`src/rtl/bin2bcd_seq_ctrl_pkg.sv`:
```
// Shared types and constants for the sequential binary-to-BCD converter.
package bcd_pkg;

  typedef enum logic [0:0] {
    ST_IDLE  = 1'b0,
    ST_SHIFT = 1'b1
  } state_e;

  localparam logic [3:0] BCD_ADJ_THRESH = 4'd5;
  localparam logic [3:0] BCD_ADJ_ADD    = 4'd3;

  // Counter must hold BIN_W-1; one spare bit keeps BIN_W=1 legal.
  function automatic int unsigned cnt_width(input int unsigned bin_w);
    return int'($clog2(bin_w)) + 1;
  endfunction

endpackage

```
`src/rtl/bin2bcd_seq_ctrl_if.sv`:
```
// Request/result bundle between a binary source and the BCD converter.
interface bin2bcd_seq_ctrl_if #(
  parameter int unsigned BIN_W  = 9,
  parameter int unsigned DIGITS = 3
) ();

  logic                  start;
  logic [BIN_W-1:0]      bin;
  logic                  busy;
  logic                  done;
  logic [4*DIGITS-1:0]   bcd;
  logic                  ovf;

  modport master (output start, output bin, input busy, input done, input bcd, input ovf);
  modport slave  (input start, input bin, output busy, output done, output bcd, output ovf);

endinterface

```
`src/rtl/bin2bcd_seq_ctrl_add3.sv`:
```
// Double-dabble nibble correction: values of 5 or more get +3 before the shift.
module bcd_add3_nibble
  import bcd_pkg::*;
(
  input  logic [3:0] nib_i,
  output logic [3:0] adj_c
);

  assign adj_c = (nib_i >= BCD_ADJ_THRESH) ? 4'(nib_i + BCD_ADJ_ADD) : nib_i;

endmodule

```
`src/rtl/bin2bcd_seq_ctrl.sv`:
```
// Bit-serial binary-to-BCD converter: one shift-and-add-3 step per clock,
// start/busy/done handshake, result and overflow held until the next completion.
module bin2bcd_seq_ctrl
  import bcd_pkg::*;
#(
  parameter int unsigned BIN_W  = 9,
  parameter int unsigned DIGITS = 3
) (
  input  logic               clk,
  input  logic               rst_n,
  bin2bcd_seq_ctrl_if.slave  io
);

  localparam int unsigned SW = 4 * DIGITS;
  localparam int unsigned CW = cnt_width(BIN_W);

  state_e            state_q, state_d;
  logic [BIN_W-1:0]  shreg_q, shreg_d;
  logic [SW-1:0]     scr_q, scr_d;
  logic              carry_q, carry_d;
  logic [CW-1:0]     cnt_q, cnt_d;
  logic              busy_q, busy_d;
  logic              done_q, done_d;
  logic [SW-1:0]     bcd_q, bcd_d;
  logic              ovf_q, ovf_d;

  logic [SW-1:0]     adj_c;
  logic [SW-1:0]     scr_shift_c;
  logic [BIN_W-1:0]  shreg_shift_c;
  logic              carry_out_c;
  logic              last_c;

  // All nibbles corrected in parallel from the pre-shift scratch value.
  for (genvar g = 0; g < int'(DIGITS); g++) begin : g_adj
    bcd_add3_nibble u_adj (
      .nib_i (scr_q[4*g +: 4]),
      .adj_c (adj_c[4*g +: 4])
    );
  end

  assign carry_out_c   = adj_c[SW-1];
  assign scr_shift_c   = {adj_c[SW-2:0], shreg_q[BIN_W-1]};
  assign shreg_shift_c = BIN_W'({shreg_q, 1'b0});
  assign last_c        = (cnt_q == CW'(BIN_W - 1));

  always_comb begin
    state_d = state_q;
    shreg_d = shreg_q;
    scr_d   = scr_q;
    carry_d = carry_q;
    cnt_d   = cnt_q;
    busy_d  = busy_q;
    done_d  = 1'b0;
    bcd_d   = bcd_q;
    ovf_d   = ovf_q;

    case (state_q)
      ST_IDLE: begin
        if (io.start) begin
          shreg_d = io.bin;
          scr_d   = '0;
          carry_d = 1'b0;
          cnt_d   = '0;
          busy_d  = 1'b1;
          state_d = ST_SHIFT;
        end
      end
      ST_SHIFT: begin
        shreg_d = shreg_shift_c;
        scr_d   = scr_shift_c;
        carry_d = carry_q | carry_out_c;
        cnt_d   = cnt_q + CW'(1);
        // Final shift publishes the result; carry from this shift still counts.
        if (last_c) begin
          bcd_d   = scr_shift_c;
          ovf_d   = carry_q | carry_out_c;
          done_d  = 1'b1;
          busy_d  = 1'b0;
          state_d = ST_IDLE;
        end
      end
      default: state_d = ST_IDLE;
    endcase
  end

  always_ff @(posedge clk or negedge rst_n) begin
    if (!rst_n) begin
      state_q <= ST_IDLE;
      shreg_q <= '0;
      scr_q   <= '0;
      carry_q <= 1'b0;
      cnt_q   <= '0;
      busy_q  <= 1'b0;
      done_q  <= 1'b0;
      bcd_q   <= '0;
      ovf_q   <= 1'b0;
    end else begin
      state_q <= state_d;
      shreg_q <= shreg_d;
      scr_q   <= scr_d;
      carry_q <= carry_d;
      cnt_q   <= cnt_d;
      busy_q  <= busy_d;
      done_q  <= done_d;
      bcd_q   <= bcd_d;
      ovf_q   <= ovf_d;
    end
  end

  assign io.busy = busy_q;
  assign io.done = done_q;
  assign io.bcd  = bcd_q;
  assign io.ovf  = ovf_q;

endmodule

```
`src/flat_wrapper.sv`:
```
// flat-port wrapper written by rule: the top's interface ports become plain ports
module bin2bcd_seq_ctrl_flat import bcd_pkg::*;
#(
  parameter int unsigned BIN_W  = 9,
  parameter int unsigned DIGITS = 3
)
  (clk, rst_n, io_start, io_bin, io_busy, io_done, io_bcd, io_ovf);
  bin2bcd_seq_ctrl_if #(.BIN_W(BIN_W), .DIGITS(DIGITS)) io_i ();
  input  logic clk;
  input  logic rst_n;
  input wire logic [$bits(io_i.start)-1:0] io_start;
  input wire logic [$bits(io_i.bin)-1:0] io_bin;
  output wire logic [$bits(io_i.busy)-1:0] io_busy;
  output wire logic [$bits(io_i.done)-1:0] io_done;
  output wire logic [$bits(io_i.bcd)-1:0] io_bcd;
  output wire logic [$bits(io_i.ovf)-1:0] io_ovf;
  assign io_i.start = io_start;
  assign io_i.bin = io_bin;
  assign io_busy = io_i.busy;
  assign io_done = io_i.done;
  assign io_bcd = io_i.bcd;
  assign io_ovf = io_i.ovf;
  bin2bcd_seq_ctrl #(.BIN_W(BIN_W), .DIGITS(DIGITS)) u_core (.clk(clk), .rst_n(rst_n), .io(io_i));
endmodule
```
`config.mk`:
```
export PLATFORM = sky130hd
export DESIGN_NAME = bin2bcd_seq_ctrl_flat
export DESIGN_NICKNAME = d
export VERILOG_FILES = /design/src/rtl/bin2bcd_seq_ctrl_pkg.sv /design/src/rtl/bin2bcd_seq_ctrl_if.sv /design/src/rtl/bin2bcd_seq_ctrl_add3.sv /design/src/rtl/bin2bcd_seq_ctrl.sv /design/src/flat_wrapper.sv
export SDC_FILE = /design/constraint.sdc
export NUM_CORES = 1
export LEC_CHECK = 0
export CORE_ASPECT_RATIO = 2
export CORE_MARGIN = 8
export CORE_UTILIZATION = 40
export CTS_BUF_LIST = sky130_fd_sc_hd__clkbuf_8
export CTS_CLUSTER_SIZE = 30
export DETAILED_ROUTE_END_ITERATION = 7
export DONT_BUFFER_PORTS = 1
export GPL_TIMING_DRIVEN = 0
export PLACE_DENSITY = 0.6
export SLEW_MARGIN = 20
export SYNTH_ARGS = -nofsm -noshare
export SYNTH_HDL_FRONTEND = slang
export SYNTH_SLANG_ARGS = --single-unit
```
`constraint.sdc`:
```
create_clock -name clk -period 1.4 [get_ports clk]
set_input_delay 0.35 -clock clk [delete_from_list [all_inputs] [get_ports clk]]
set_output_delay 0.35 -clock clk [all_outputs]
set_load 0.01 [all_outputs]
```
After elaboration in Yosys (flattened, before gate mapping)
Cells that the tools add are included.
{"block": "totals", "latchBits": 0, "romBits": 0, "mem_count": 0, "wordCells": 42, "ramBits": 0, "output_inout_bits": 15, "ff_bits": 43, "inputBits": 12}
{"block": "op_classes", "mux": 19, "addsub": 4, "bitwise": 2, "mul": 0, "order_cmp": 3, "eq_ne": 3, "div": 0, "n_reduce_logical": 2, "n_shift": 0}
{"operator": "12-bit one-hot mux with 2 select lines", "count": 1}
{"operator": "9-bit one-hot mux with 2 select lines", "count": 1}
{"operator": "4-bit by 2-bit adder with 4-bit output (second input constant)", "count": 3}
{"operator": "4-bit by 3-bit greater-or-equal comparator with 1-bit output (second input constant)", "count": 3}
{"operator": "12-bit 2-to-1 mux", "count": 1}
{"operator": "4-bit 2-to-1 mux", "count": 3}
{"operator": "5-bit one-hot mux with 2 select lines", "count": 1}
{"operator": "9-bit 2-to-1 mux", "count": 1}
{"operator": "1-bit 2-to-1 mux", "count": 7}
{"operator": "1-bit one-hot mux with 2 select lines", "count": 3}
{"operator": "5-bit by 1-bit adder with 5-bit output (second input constant)", "count": 1}
{"operator": "5-bit by 4-bit == test with 1-bit output (second input constant)", "count": 1}
{"operator": "5-bit 2-to-1 mux", "count": 1}
{"operator": "2-bit != test (second input constant)", "count": 2}
{"operator": "2-bit AND reduction", "count": 2}
{"operator": "1-bit NOT", "count": 1}
{"operator": "1-bit OR", "count": 1}

Longest topological paths before layout
Gate-level depths: netlist of the first run.
{"block": "logic_depth", "depth_word": 4, "ltp_mapped": 6, "mapped_depth_nobuf": 6}

By module
A second synthesis of the first run with hierarchy kept.
{"block": "unflattened", "hier_cells": 180, "area_unflattened_um2": 2060.7}
{"mod": "bin2bcd_seq_ctrl", "n_inst": 1, "area_per_inst_um2": 1756.7, "seq_area_each_um2": 1076.0, "cells_per_inst": 132}
{"mod": "bcd_add3_nibble", "n_inst": 3, "area_per_inst_um2": 101.3, "seq_area_each_um2": 0.0, "cells_per_inst": 16}

Worst setup path after synthesis of the first run
No wires, ideal clock.
{"block": "synth_timing", "kind": "register to register", "startpoint": "register u_core.scr_q[8]", "endpoint": "register u_core.bcd_q[10] (netlist: u_core.io.bcd[10])", "path_buffers": 0, "setup_slack_ps": -6, "path_stages_with_launch": 6, "setup_time_ps": 125, "arrival_time_ps": 1281, "required_time_ps": 1275, "synth_period_minus_slack_ps": 1406, "cell_sequence": "dfrtp_1 > ha_1 > nand2b_1 > a21oi_2 > mux2i_1 > mux2_4"}
{"block": "synth_between", "elab_chain_cells": 2, "word_cells_on_any_way": 3, "cone_classes": "add/sub (1); order compare (1); mux (1)"}
{"element": "from (decl)", "line_no": "bin2bcd_seq_ctrl.sv:19", "source": "logic [SW-1:0] scr_q, scr_d;"}
{"element": "from (signal assigned)", "line_no": "bin2bcd_seq_ctrl.sv:100", "source": "scr_q <= scr_d;"}
{"element": "4-bit by 2-bit adder with 4-bit output or 4-bit by 3-bit greater-or-equal comparator with 1-bit output (tied branches)", "line_no": "bin2bcd_seq_ctrl_add3.sv:9", "source": "assign adj_c = (nib_i >= BCD_ADJ_THRESH) ? 4'(nib_i + BCD_ADJ_ADD) : nib_i;"}
{"element": "4-bit 2-to-1 mux *", "line_no": "bin2bcd_seq_ctrl_add3.sv:9"}
{"element": "to (signal assigned)", "line_no": "bin2bcd_seq_ctrl.sv:95", "source": "bcd_q <= '0;"}
{"element": "to (signal assigned)", "line_no": "bin2bcd_seq_ctrl.sv:105", "source": "bcd_q <= bcd_d;"}
{"element": "to (decl)", "line_no": "bin2bcd_seq_ctrl.sv:24", "source": "logic [SW-1:0] bcd_q, bcd_d;"}
Mark *: on every way between the ends. The rest lies on a longest branch, timed or not.
A chain may end at the register's enable or synchronous reset.

Worst setup path after layout of the first run
{"block": "layout_timing", "startpoint": "register u_core.scr_q[4]", "endpoint": "register u_core.bcd_q[6] (netlist: u_core.io.bcd[6])"}
The elaborated chain is that of the path after synthesis.

==> run metrics, run 1 <==
part of the power in combinational logic=47.2%; Slew HR=68.97%; sum of net half-perimeters after detailed placement=2986 µm; most area-hungry cell type in the Yosys netlist=sky130_fd_sc_hd__dfrtp_1; core outline area=approximately 5100 µm²; Sw Pwr=2328 µW; total track usage=12.40%; share of layout cells above drive strength 1=a little under a third; WHS=between 0.2 and 0.25 ns; startpoint of the lowest-slack register-to-register path=u_core.scr_q[4]; kind of cell adding the most delay to the critical path=multiplexers; Sw Share=between 30% and 40%; CP required=1.65 ns; number of ports placed on the die boundary=27; CP endpoint kind=flop; Nets=228; via count of the first global-routing pass=1,640; Setup-failing EPs final=5; final global-route overflow total=0; start point of the critical path=u_core.scr_q[4]; Std-Cell Rows=37; 1st-iter DRT viols=65; setup repair after global routing missed its margin=true; proportion of power drawn by the clock network=between 10% and 20%; number of buffers inserted by port buffering=0; Max Clock Freq=approximately 700 MHz; total standard cell area after synthesis=2098 µm²; sequential cell area fraction in the yosys report=roughly half; setup TNS=-0.07494 ns; critical setup path kind=reg2reg; most frequent standard cell in the layout excluding fill and tap cells=sky130_fd_sc_hd__dfrtp_1; top cell type's share of synthesized area=51.28%; clock network latency to the later pin of the worst-skew pair=0.30 ns; Internal Pwr Total=3575 µW; biggest area contributors in the synthesized netlist=sky130_fd_sc_hd__dfrtp_1, sky130_fd_sc_hd__mux2i_1, sky130_fd_sc_hd__mux2_4, sky130_fd_sc_hd__ha_1, sky130_fd_sc_hd__nand2_1; width of the chip=67.22 µm; violations in the final reports=negative setup slack; H-tree depth=2; number of buffers added by the clock tree synthesis step=5; count of maximum capacitance violations=0; Hold Fails Final Rpt=0; slowest stage cell, crit path=sky130_fd_sc_hd__dfrtp_1; Min Clock Period, post-route=between 1 and 1.5 ns; clock slew seen by the registers of the worst setup and hold paths=~0.08 ns; transition time at the pin with the least slew margin=0.4654 ns; Data arrival, critical path=1.69 ns; maximum number of pins on one net before global-route repair=44; global-route wire length before repair=7679 µm; cells along the critical path=ha_2 -> nand2b_4 -> a21oi_4 -> mux2i_2 -> mux2_4; CP Buf/Inv Count=0; antenna violations before repair=0; reg-to-reg setup timing slack=-0.04 ns; Critical Path Max Stage Delay=approximately 0.43 ns; drt via density=5.472; clock sink total=43; Post-Synthesis Cells=roughly 190; Hold Startpoint=io_bin[0]; class of the tightest hold or removal check=in2reg; buffers from clock root to sink, at most=2; total wire length=4581 µm; per-cell routed wire length=17.16 µm; final worst-path cycle share=103.0%; Final WS setup=-0.04205 ns; DRC=0; layout-stage area growth over the synthesis result=19.20%; die boundary height=118.4 µm; standby leakage power=roughly 0.0011 µW; crit start category=flop; worst supply voltage drop on vdd=roughly 1.1 mV; Total Die Area=7960 µm²; CTS tree=built; length in cells of the worst reg-to-reg path=5; outcome=finished with violations; Final GP Congestion=0.7112; total number of yosys warnings=0; first-pass detailed-route iteration total=4; top library cells by usage in the layout, fill and taps aside=sky130_fd_sc_hd__dfrtp_1, sky130_fd_sc_hd__nand2_1, sky130_fd_sc_hd__buf_4; initial standard-cell utilization of the core=41.20%; power density cells=about 2400 nW/µm²; Design Power=approximately 6000 µW; RR Endpoint=u_core.io.bcd[6]; relative contribution of sequential cells to total power=39.6%; worst hold path depth=2; final worst clock skew=between 0.008 and 0.009 ns; Root Buffer Master=sky130_fd_sc_hd__clkbuf_8; Yosys reg bits=between 40 and 50; critical path peak fanout=4; final max-slew violation count=0; Final Core Density=49.12%; total via count after detailed routing=between 1,000 and 1,500; ant diodes=0; Syn Area/Cell=11.10 µm²; endpoint of the worst hold path=u_core.shreg_q[0]; antenna-violating nets left=0; count of unique library cells instantiated by Yosys=30; net count after synthesis=209
==> how the worst max path moves through the flow <==
stage                         to  cells after the start  slack (ns)
5_1_grt         u_core.io.bcd[6]                      6       -0.10
3_5_place_dp    u_core.io.bcd[6]                      5       -0.15
6_report        u_core.io.bcd[6]                      5       -0.04
2_1_floorplan   u_core.io.bcd[6]                      5       0.002
4_1_cts        u_core.io.bcd[10]                      5       -0.05
3_3_place_gp    u_core.io.bcd[6]                      5       -0.14
==> what timing repair did <==
item / CTS / global route
cloned: 0 / 0
hold endpoints to repair: 43 / 0
hold buffers: 2 / 0
pin swaps: 5 / 3
gates resized for setup: 23 / 13
buffers inserted: 6 / 4
endpoints found under the setup margin: 16 / 19
==> worst reg2reg max path, cell delays in order (launching register included) <==
cell                       delay (ns)
sky130_fd_sc_hd__dfrtp_1         0.43
sky130_fd_sc_hd__ha_2            0.19
sky130_fd_sc_hd__nand2b_4        0.14
sky130_fd_sc_hd__a21oi_4         0.16
sky130_fd_sc_hd__mux2i_2         0.28
sky130_fd_sc_hd__mux2_4          0.18
==> cells in the mapped netlist <==
cell type	count
sky130_fd_sc_hd__buf_1	1
sky130_fd_sc_hd__a21oi_1	7
sky130_fd_sc_hd__nand2_1	23
sky130_fd_sc_hd__mux2_2	1
sky130_fd_sc_hd__nor3_1	4
sky130_fd_sc_hd__mux2i_1	12
sky130_fd_sc_hd__dfrtp_1	43
sky130_fd_sc_hd__inv_1	8
sky130_fd_sc_hd__and4bb_4	1
sky130_fd_sc_hd__buf_2	2
sky130_fd_sc_hd__nand2_4	1
sky130_fd_sc_hd__o31ai_1	2
sky130_fd_sc_hd__inv_6	1
sky130_fd_sc_hd__o22ai_1	7
sky130_fd_sc_hd__nand3_1	2
sky130_fd_sc_hd__clkinv_1	1
sky130_fd_sc_hd__nor2_1	4
sky130_fd_sc_hd__a21oi_2	3
sky130_fd_sc_hd__xor2_1	2
sky130_fd_sc_hd__nand2b_1	5
sky130_fd_sc_hd__mux2_4	7
sky130_fd_sc_hd__o21ai_2	5
sky130_fd_sc_hd__a21boi_0	1
sky130_fd_sc_hd__a21o_1	7
sky130_fd_sc_hd__ha_1	8
sky130_fd_sc_hd__nor3b_1	8
sky130_fd_sc_hd__xnor2_1	4
sky130_fd_sc_hd__buf_4	4
sky130_fd_sc_hd__clkbuf_1	2
sky130_fd_sc_hd__o21ai_0	13
==> power by group through the flow <==
stage               Sequential [µW]  Combinational [µW]  Clock, µW
global placement               2340                2080          0
floorplan                      2210                1770          0
detailed placement             2350                2120          0
global route                   2420                3080        844
CTS                            2340                2640        797
finish                         2340                2780        779
==> sequential cells by signal (all words and copies together), names as in the netlist <==
register	cells
u_core.io.busy	1
u_core.cnt_q	5
u_core.io.ovf	1
u_core.scr_q	12
u_core.carry_q	1
u_core.io.done	1
u_core.io.bcd	12
u_core.shreg_q	9
u_core.state_q	1
==> stage by stage <==
| stage | setup WS [ns] | instance area (µm²) | cells |
|---|---|---|---|
| final | -0.04205 | 2501 | 267 |
| after global routing | -0.1044 | 2501 | 267 |
| after CTS | -0.05137 | 2435 | 263 |
| after detailed placement | -0.1539 | 2171 | 247 |
| after global placement | -0.1447 | 2171 | 247 |
| after floorplan | 0.001608 | 2098 | 189 |
==> layer usage <==
layer	vias up	GRT usage, %	wire (µm)
li1	696	-	-
met1	713	12.75	1668
met2	43	22.03	2529
met3	9	3.217	278
met4	0	5.665	104
met5	-	0	0
==> kinds of logic after synthesis <==
family,Yosys count,share of synthesized area [%]
adders and majority gates,8,4.771
buffers and inverters,19,4.472
AOI/OAI and AO/OA,45,13.77
and+or+nand+nor,48,11.93
DFF,43,51.28
muxes,20,11.27
xor gates and xnor gates,6,2.504
==> cell type report <==
class	count	area [µm²]
Clock buffer	5	68.82
Tap cell	58	72.57
Buffer	9	52.55
Inverter	10	48.80
Multi-Input combinational cell	127	1056
Fill cell	494	2591
Sequential cell	43	1077
Clock inverter	3	12.51
Timing Repair Buffer	12	112.6
Power figures use the tool's default switching activity.
==> inputs of run 2 (changes only) <==
Settings changed: CTS_BUF_LIST sky130_fd_sc_hd__clkbuf_8 to sky130_fd_sc_hd__clkbuf_4, RECOVER_POWER set to 100.
==> run metrics, run 2 (synthesis results as in run 1) <==
outcome=finished with violations; violations in the final reports=negative setup slack; Std-Cell Rows=37; final worst clock skew=between 0.01 and 0.015 ns; Total Die Area=7960 µm²; critical path peak fanout=4; Critical Path Max Stage Delay=0.39 ns; power density cells=2344 nW/µm²; clock network latency to the later pin of the worst-skew pair=between 0.3 and 0.4 ns; antenna violations before repair=0; final global-route overflow total=0; area post-placement=2171 µm²; GR Util met3=3.217%; cells along the critical path=inv_2 -> ha_2 -> nand2b_4 -> a21oi_4 -> mux2i_2 -> mux2_4; CP required=1.71 ns; Hold Fails Final Rpt=0; number of filler instances in the final layout=500; setup slack after placement=-0.1539 ns; Final WS setup=-0.04686 ns; most frequent standard cell in the layout excluding fill and tap cells=sky130_fd_sc_hd__dfrtp_1; ant diodes=0; first-pass detailed-route iteration total=4; Final GP Congestion=between 0.7 and 0.8; antenna-violating nets left=0; width of the chip=67.22 µm; number of ports placed on the die boundary=27; Min Clock Period, post-route=1.447 ns; worst supply voltage drop on vdd=between 1 and 1.5 mV; number of buffers inserted by port buffering=0; share of layout cells above drive strength 1=32.06%; sum of net half-perimeters after detailed placement=2986 µm; via count of the first global-routing pass=1,640; RR Endpoint=u_core.io.bcd[6]; worst hold path depth=2; setup repair after global routing missed its margin=true; Setup-failing EPs final=6; grt peak-use layer=met2; 1st-iter DRT viols=69; total wire length=4590 µm; Data arrival, critical path=1.75 ns; class of the tightest hold or removal check=in2reg; global-route wire length before repair=7707 µm; Hold Startpoint=io_bin[0]; top library cells by usage in the layout, fill and taps aside=sky130_fd_sc_hd__dfrtp_1, sky130_fd_sc_hd__nand2_1, sky130_fd_sc_hd__buf_4; Root Buffer Master=sky130_fd_sc_hd__clkbuf_4; total via count after detailed routing=1,452; met1 Usage GRT=between 10% and 20%; kind of cell adding the most delay to the critical path=multiplexers; Max Clock Freq=a little under 700 MHz; final worst-path cycle share=103.3%; total track usage=12.55%; clock slew seen by the registers of the worst setup and hold paths=0.13 ns; reg-to-reg setup timing slack=-0.05 ns; met2 track demand over resource in global routing=22.58%; count of maximum capacitance violations=0; die boundary height=118.4 µm; standby leakage power=0.001104 µW; number of buffers added by the clock tree synthesis step=5; Nets=~230; initial standard-cell utilization of the core=41.20%; CP Buf/Inv Count=1; area of all placed cells without fillers=2451 µm²; buffers from clock root to sink, at most=2; endpoint of the worst hold path=u_core.shreg_q[0]; final max-slew violation count=0; drt via density=5.438; CP endpoint kind=flop; DRC=0; crit start category=flop; clock sink total=43; layout-stage area growth over the synthesis result=16.82%; maximum number of pins on one net before global-route repair=44; transition time at the pin with the least slew margin=0.5964 ns; H-tree depth=2; CTS tree=built; per-cell routed wire length=17.19 µm; Slew HR=between 60% and 70%; critical setup path kind=reg2reg; slowest stage cell, crit path=sky130_fd_sc_hd__dfrtp_1; startpoint of the lowest-slack register-to-register path=u_core.scr_q[5]; Levels on crit path=6; core outline area=5092 µm²; length in cells of the worst reg-to-reg path=6
==> run 2: power breakdown <==
group / switching (µW) / internal, µW / total, µW
combinational: 1330 / 1440 / 2770
clock: 411 / 235 / 646
sequential: 549 / 1780 / 2330
total: 2290 / 3460 / 5750
==> run 2: worst max path at each step <==
stage,end,slack [ns],start
CTS,u_core.io.bcd[10],-0.06,u_core.scr_q[8]
global placement,u_core.io.bcd[6],-0.14,u_core.scr_q[4]
floorplan,u_core.io.bcd[6],0.002,u_core.scr_q[4]
detailed placement,u_core.io.bcd[6],-0.15,u_core.scr_q[4]
finish,u_core.io.bcd[6],-0.05,u_core.scr_q[5]
global route,u_core.io.bcd[6],-0.11,u_core.scr_q[5]
==> run 2: per-stage QoR <==
stage	std cells	total power [µW]	setup TNS, ns	util, %	hold slack [ns]
after floorplan	189	3984	0	-	0.05441
after global placement	247	4413	-0.8708	42.63	0.05642
after detailed placement	247	4471	-0.9295	42.63	0.05629
after CTS	264	5667	-0.1660	47.49	0.1368
after global routing	267	6191	-1.467	48.13	0.1706
final	267	5746	-0.1340	48.13	0.1469
==> run 2: repair_timing <==
action	in CTS	in global routing
hold buffers	2	0
endpoints found under the setup margin	17	21
gates resized for setup	23	15
pin swaps	5	4
endpoints found under the hold margin	43	0
buffers inserted	7	3
==> run 2: final cells by class <==
class	instances	area (µm²)	area share, %
flip-flops and latches	43	1077	43.95
multi-input cells	127	1052	42.93
repair buffers	12	92.59	3.777
well taps	58	72.57	2.961
clock buffers	7	52.55	2.144
plain buffers	9	50.05	2.042
inverters	10	48.80	1.991
clock inverters	1	5.005	0.2042
==> run 2: worst reg2reg max path: stages, from the launching register on <==
cell	delay [ns]
sky130_fd_sc_hd__dfrtp_1	0.39
sky130_fd_sc_hd__inv_2	0.07
sky130_fd_sc_hd__ha_2	0.18
sky130_fd_sc_hd__nand2b_4	0.14
sky130_fd_sc_hd__a21oi_4	0.16
sky130_fd_sc_hd__mux2i_2	0.28
sky130_fd_sc_hd__mux2_4	0.18
==> run 2: layer usage <==
layer  share of wire (%)  wire length [µm]
met5                   0                 0
met4                 2.4               112
met3                 5.7               263
met2                  55              2520
met1                  37              1693
